[config.mk]
export PLATFORM = sky130hd
export DESIGN_NAME = pc_branch_ctrl
export DESIGN_NICKNAME = d
export VERILOG_FILES = /design/src/rtl/pc_branch_ctrl.sv
export SDC_FILE = /design/constraint.sdc
export NUM_CORES = 1
export LEC_CHECK = 0
export ABC_AREA = 1
export CORE_ASPECT_RATIO = 0.7
export CORE_MARGIN = 2
export CORE_UTILIZATION = 51
export CTS_CLUSTER_SIZE = 10
export DETAILED_ROUTE_END_ITERATION = 8
export PLACE_DENSITY = 0.9
export SYNTH_ARGS = -nofsm -noshare
export SYNTH_HDL_FRONTEND = slang
export SYNTH_SLANG_ARGS = --single-unit
[constraint.sdc]
create_clock -name CLK -period 2.95 [get_ports CLK]
set_input_delay 0.885 -clock CLK [delete_from_list [all_inputs] [get_ports CLK]]
set_output_delay 0.885 -clock CLK [all_outputs]
set_load 0.005 [all_outputs]
[src/rtl/pc_branch_ctrl.sv]
// Program counter and branch resolution stage behind the ALU: IDLE/RUN/HALTED sequencing, flag register, PC-relative branches.
// Latency: PC, flags, Running, Done and CycleCount are registered (one edge); Taken is combinational.
// Backpressure: none; one instruction per cycle while in RUN. Optional macro PC_FLAG_FWD_EN forwards ALU flags into Taken.
module pc_branch_ctrl #(
    parameter int          PC_W       = 10,
    parameter int unsigned START_ADDR = 0,
    parameter int          CNT_W      = 16
) (
    input  logic             CLK,
    input  logic             Reset_n,
    input  logic             Start,
    input  logic             Halt,
    input  logic             FlagWrite,
    input  logic             ALU_EQUALS,
    input  logic             ALU_LT,
    input  logic [1:0]       BrCond,
    input  logic [7:0]       BrOffset,
    output logic [PC_W-1:0]  PC,
    output logic             Running,
    output logic             Done,
    output logic             Taken,
    output logic             FlagEQ,
    output logic             FlagLT,
    output logic [CNT_W-1:0] CycleCount
);

    localparam logic [1:0] ST_IDLE   = 2'd0;
    localparam logic [1:0] ST_RUN    = 2'd1;
    localparam logic [1:0] ST_HALTED = 2'd2;

    localparam logic [PC_W-1:0]  START_PC = START_ADDR[PC_W-1:0];
    localparam logic [CNT_W-1:0] CNT_MAX  = '1;

    localparam logic [1:0] BR_NONE = 2'b00;
    localparam logic [1:0] BR_EQ   = 2'b01;
    localparam logic [1:0] BR_LT   = 2'b10;
    localparam logic [1:0] BR_ALW  = 2'b11;

    logic [1:0]       state;
    logic [PC_W-1:0]  pc_q;
    logic [PC_W-1:0]  pc_next;
    logic [PC_W-1:0]  off_ext;
    logic [CNT_W-1:0] cnt_q;
    logic             flag_eq;
    logic             flag_lt;
    logic             done_q;
    logic             running;
    logic             taken;
    logic             eq_sel;
    logic             lt_sel;

    assign running = (state == ST_RUN);
    assign off_ext = PC_W'($signed(BrOffset));

`ifdef PC_FLAG_FWD_EN
    // A compare writing the flags in the same cycle as the branch is seen immediately.
    assign eq_sel = FlagWrite ? ALU_EQUALS : flag_eq;
    assign lt_sel = FlagWrite ? ALU_LT     : flag_lt;
`else
    // Branches always see the registered flags; a compare needs one instruction of separation.
    assign eq_sel = flag_eq;
    assign lt_sel = flag_lt;
`endif

    // Resolve the branch condition; only meaningful while executing.
    always_comb begin
        taken = 1'b0;
        case (BrCond)
            BR_NONE: taken = 1'b0;
            BR_EQ:   taken = eq_sel;
            BR_LT:   taken = lt_sel;
            BR_ALW:  taken = 1'b1;
            default: taken = 1'b0;
        endcase
        taken = taken & running;
    end

    // Next sequential PC: relative target when taken, otherwise fall through; wraps at 2^PC_W.
    always_comb begin
        pc_next = pc_q + PC_W'(1);
        if (taken) begin
            pc_next = pc_q + off_ext;
        end
    end

    // Life-cycle sequencing, PC, cycle counter and the halt pulse.
    always_ff @(posedge CLK or negedge Reset_n) begin
        if (!Reset_n) begin
            state  <= ST_IDLE;
            pc_q   <= START_PC;
            cnt_q  <= '0;
            done_q <= 1'b0;
        end else begin
            done_q <= 1'b0;
            case (state)
                ST_IDLE, ST_HALTED: begin
                    if (Start) begin
                        state <= ST_RUN;
                        pc_q  <= START_PC;
                        cnt_q <= '0;
                    end
                end
                ST_RUN: begin
                    if (cnt_q != CNT_MAX) begin
                        cnt_q <= cnt_q + CNT_W'(1);
                    end
                    if (Halt) begin
                        state  <= ST_HALTED;
                        done_q <= 1'b1;
                    end else begin
                        pc_q <= pc_next;
                    end
                end
                default: begin
                    state <= ST_IDLE;
                    pc_q  <= START_PC;
                end
            endcase
        end
    end

    // Flag register: written only while executing, cleared on every Start.
    always_ff @(posedge CLK or negedge Reset_n) begin
        if (!Reset_n) begin
            flag_eq <= 1'b0;
            flag_lt <= 1'b0;
        end else if (running) begin
            if (FlagWrite) begin
                flag_eq <= ALU_EQUALS;
                flag_lt <= ALU_LT;
            end
        end else if (Start) begin
            flag_eq <= 1'b0;
            flag_lt <= 1'b0;
        end
    end

    assign PC         = pc_q;
    assign Running    = running;
    assign Done       = done_q;
    assign Taken      = taken;
    assign FlagEQ     = flag_eq;
    assign FlagLT     = flag_lt;
    assign CycleCount = cnt_q;

endmodule

==> impl_metrics.yaml <==
worst_setup_path:
  path_cells: "clkdlybuf4s50_1 > nor2_1 > nor2_2 > nand2_2 > inv_1 > dlygate4sd2_1"
  cp-start-kind: "input port"
  critPathTopFamily: "buffers and inverters"
  cp.arrival_ns: 1.93
  critPathBufInv: 3
  cp_slowest_cell: "sky130_fd_sc_hd__clkdlybuf4s50_1"
  path_max_fanout: 3
  category_of_the_worst_setup_path_capture_point: "output pin"
  cp_data_required_time_ns: 2.07
  timing_worst_setup_path_type: "in -> out"
  critPathMaxStageDelay_ns: 0.48
cells_and_area:
  layout.cell_area.non_filler_um2: 2870
  area.growth.synth_to_final_pct: 33.2
  final_nets: 399
  final_cell_count_no_fill: 424
  final_core_util_pct: 71.9
  diodes: 0
  drive_above_1_share_pct: 12.6
clock_tree:
  cts_num_sinks: 31
  clkLatencyLatePin_ns: 0.28
  worst_setup_hold_path_clk_slew_ns: 0.07
  htree_num_levels: 2
  cts_max_path_buffers: 2
  clock-root-buffer: "sky130_fd_sc_hd__clkbuf_8"
  post_cts_buffers: 0
  numCtsBuffers: 5
  cts_tree: "done"
floorplan:
  initial_utilization_pct: 54.0
  die_width_um: 81.7
  die_area_um2: 4770
  floorplan.core_area_um2: 3990
  dieHeight_um: 58.4
  design.portCount: 48
  floorplan.rows: 19
placed_design:
  dp_worst_setup_slack_ns: -0.167
  detailedPlacementHpwl_um: 4450
  place_congestion: 0.898
  port_buffers: 47
  dpl-instance-area_um2: 2760
  numPlacedInstances: 416
synth:
  ys_warn_count: 0
  postSynth.asyncResetShare_pct: 100
  post-synth-top-count-cell: "sky130_fd_sc_hd__nand2_1"
  ys_seq_area_share_pct: 36.0
  muxShareOfSynthArea_pct: 0
  synth_edf_count: 0
  synthDominantCellAreaShare_pct: 36.0
  synth_fp_nets: 335
  post_synth_and_or_nand_nor_area_fraction_pct: 33.8
  synth_cell_types: 29
  synth_area_leaders: "sky130_fd_sc_hd__dfrtp_1, sky130_fd_sc_hd__nand2_1, sky130_fd_sc_hd__inv_1"
  synth_top_family_by_area: "simple AND/OR/NAND/NOR gates"
  synth_xor_area_share_pct: 2.44
  syn_area_per_cell_um2: 7.02
  synthCells: 307
  synthFlopType: "sky130_fd_sc_hd__dfrtp_1"
  synth_compound_area_share_pct: 11.2
  synth_common_cells: "sky130_fd_sc_hd__nand2_1, sky130_fd_sc_hd__inv_1, sky130_fd_sc_hd__dfrtp_1"
  synth.largest_area_cell: "sky130_fd_sc_hd__dfrtp_1"
  postSynthRegisterBits: 31
  synth_fa_ha_area_share_pct: 6.73
  synth.cell_area_um2: 2160
detailed_routing:
  detail_route.iter0.violations: 135
  remaining_drc_errors: 0
  drt_first_pass_iters: 5
  met3_length_um: 471
  dr_total_vias: 2278
  postRouteWirelength_um: 5850
  top_layer: "met4"
  met2_wirelength_um: 2670
  routed_via_density: 5.37
  route.antenna.remaining_nets: 0
  drt-wirelength-per-cell_um: 13.8
  wl_met1_um: 2630
sta:
  timing.setup.tns_ns: 0
  post-route-worst-setup-slack_ns: 0.136
  setup_viol_count_final: 0
  tightest_slew_ns: 0.596
  timing.fmax_mhz: 355
  fin_worst_skew_ns: 0.00511
  timing.slew.headroom_pct: 59.9
  finalWorstPathRequiredPeriod_ns: 2.81
  final-hold-violation-count: 0
  final_max_slew_viol_count: 0
  timing.final.crit_share_pct: 95.4
  hold-worst-slack_ns: 0.517
global_route:
  globalRoute.totalOverflow: 0
  grt_usage_pct: 26.2
  grt_first_pass_wirelength_um: 9590
  grt_pass1_vias: 2068
  antenna_found_initial: 0
  grt_start_max_net_pins: 32
power_and_ir_drop:
  total_power_of_the_final_layout_mw: 1.38
  power.leakage_nw: 1.40
  pwr_density_cell_nw_per_um2: 481
  ir_worst_vdd_v: 0.000436
status:
  status: "complete, no violations"
hold_path:
  timing.hold.worst.class: "reg -> reg"
run:
  drv.max_cap_violation_count: 0
## repair_timing
item,4_1_cts,5_1_grt
setup endpoints to repair,1,4
gates resized for setup,2,3
hold buffers,0,0
pin swaps,0,1
hold endpoints to repair,0,0
## cell type report
type | count | area [µm²]
Clock buffer | 8 | 100
Fill cell | 327 | 1120
Inverter | 45 | 170
Multi-Input combinational cell | 226 | 1180
Sequential cell | 31 | 776
Tap cell | 52 | 65.1
Timing Repair Buffer | 62 | 582
## registers in the layout, summed over array words and instances, names as in the netlist
register,flops
PC,10
FlagEQ,1
CycleCount,16
state,2
FlagLT,1
Done,1
## metal layers
metal	global-route usage (%)	vias up
met4	10.0	0
met3	6.60	16
li1	-	1104
met5	0	-
met1	37.2	1044
met2	38.9	114
## report_power, final
part	total [mW]	internal [mW]	switching (mW)
registers	0.524	0.474	0.0506
logic	0.484	0.219	0.265
clock network	0.373	0.213	0.160
total	1.38	0.905	0.476
## logic make-up (layout without fill, tap and decap cells)
| kind of cell | count (synthesis) | after routing |
|---|---|---|
| buffers and inverters | 50 | 115 |
| and+or+nand+nor | 171 | 171 |
| AOI/OAI and AO/OA | 38 | 38 |
| xor gates and xnor gates | 6 | 6 |
| DFF | 31 | 31 |
| adders and majority gates | 11 | 11 |
## cell usage in the layout, fill, tap and decap left out, types with 2 or more instances in the layout
| cell type | netlist | layout |
|---|---|---|
| sky130_fd_sc_hd__nand2_1 | 94 | 92 |
| sky130_fd_sc_hd__clkdlybuf4s50_1 | 0 | 46 |
| sky130_fd_sc_hd__inv_1 | 43 | 43 |
| sky130_fd_sc_hd__dfrtp_1 | 31 | 31 |
| sky130_fd_sc_hd__nor2_1 | 28 | 28 |
| sky130_fd_sc_hd__nand3_1 | 29 | 28 |
| sky130_fd_sc_hd__buf_4 | 2 | 15 |
| sky130_fd_sc_hd__o21ai_0 | 14 | 13 |
| sky130_fd_sc_hd__o21ai_2 | 11 | 11 |
| sky130_fd_sc_hd__ha_1 | 10 | 10 |
| sky130_fd_sc_hd__a21oi_1 | 8 | 8 |
| sky130_fd_sc_hd__clkbuf_8 | 0 | 7 |
| sky130_fd_sc_hd__xor2_1 | 6 | 6 |
| sky130_fd_sc_hd__nand2_2 | 3 | 5 |
| sky130_fd_sc_hd__nand4_1 | 5 | 5 |
| sky130_fd_sc_hd__nor2_2 | 4 | 4 |
| sky130_fd_sc_hd__nor3_1 | 4 | 4 |
| sky130_fd_sc_hd__o21ai_1 | 1 | 2 |
## path summary, 6_finish.rpt
kind	startpoint	slack, ns	cells after the start	end
min	PC[4]$_DFFE_PN0P_	0.52	2	PC[4]$_DFFE_PN0P_
min reg2reg	PC[4]$_DFFE_PN0P_	0.52	2	PC[4]$_DFFE_PN0P_
min in group asynchronous	Reset_n	1.01	2	CycleCount[2]$_DFFE_PN0P_
max in group asynchronous	Reset_n	1.64	2	CycleCount[13]$_DFFE_PN0P_
max reg2reg	state[1]$_DFFE_PN0P_	0.74	15	PC[7]$_DFFE_PN0P_
max	BrCond[1]	0.14	6	Taken
## worst register-to-register path, delay by kind of cell, from the launching register on
family        cells  cell delay [ns]
simple gates     12             1.22
flops             1             0.36
fa+ha+maj         1             0.29
buf+inv           2             0.23
(Power assumes the default switching activity.)
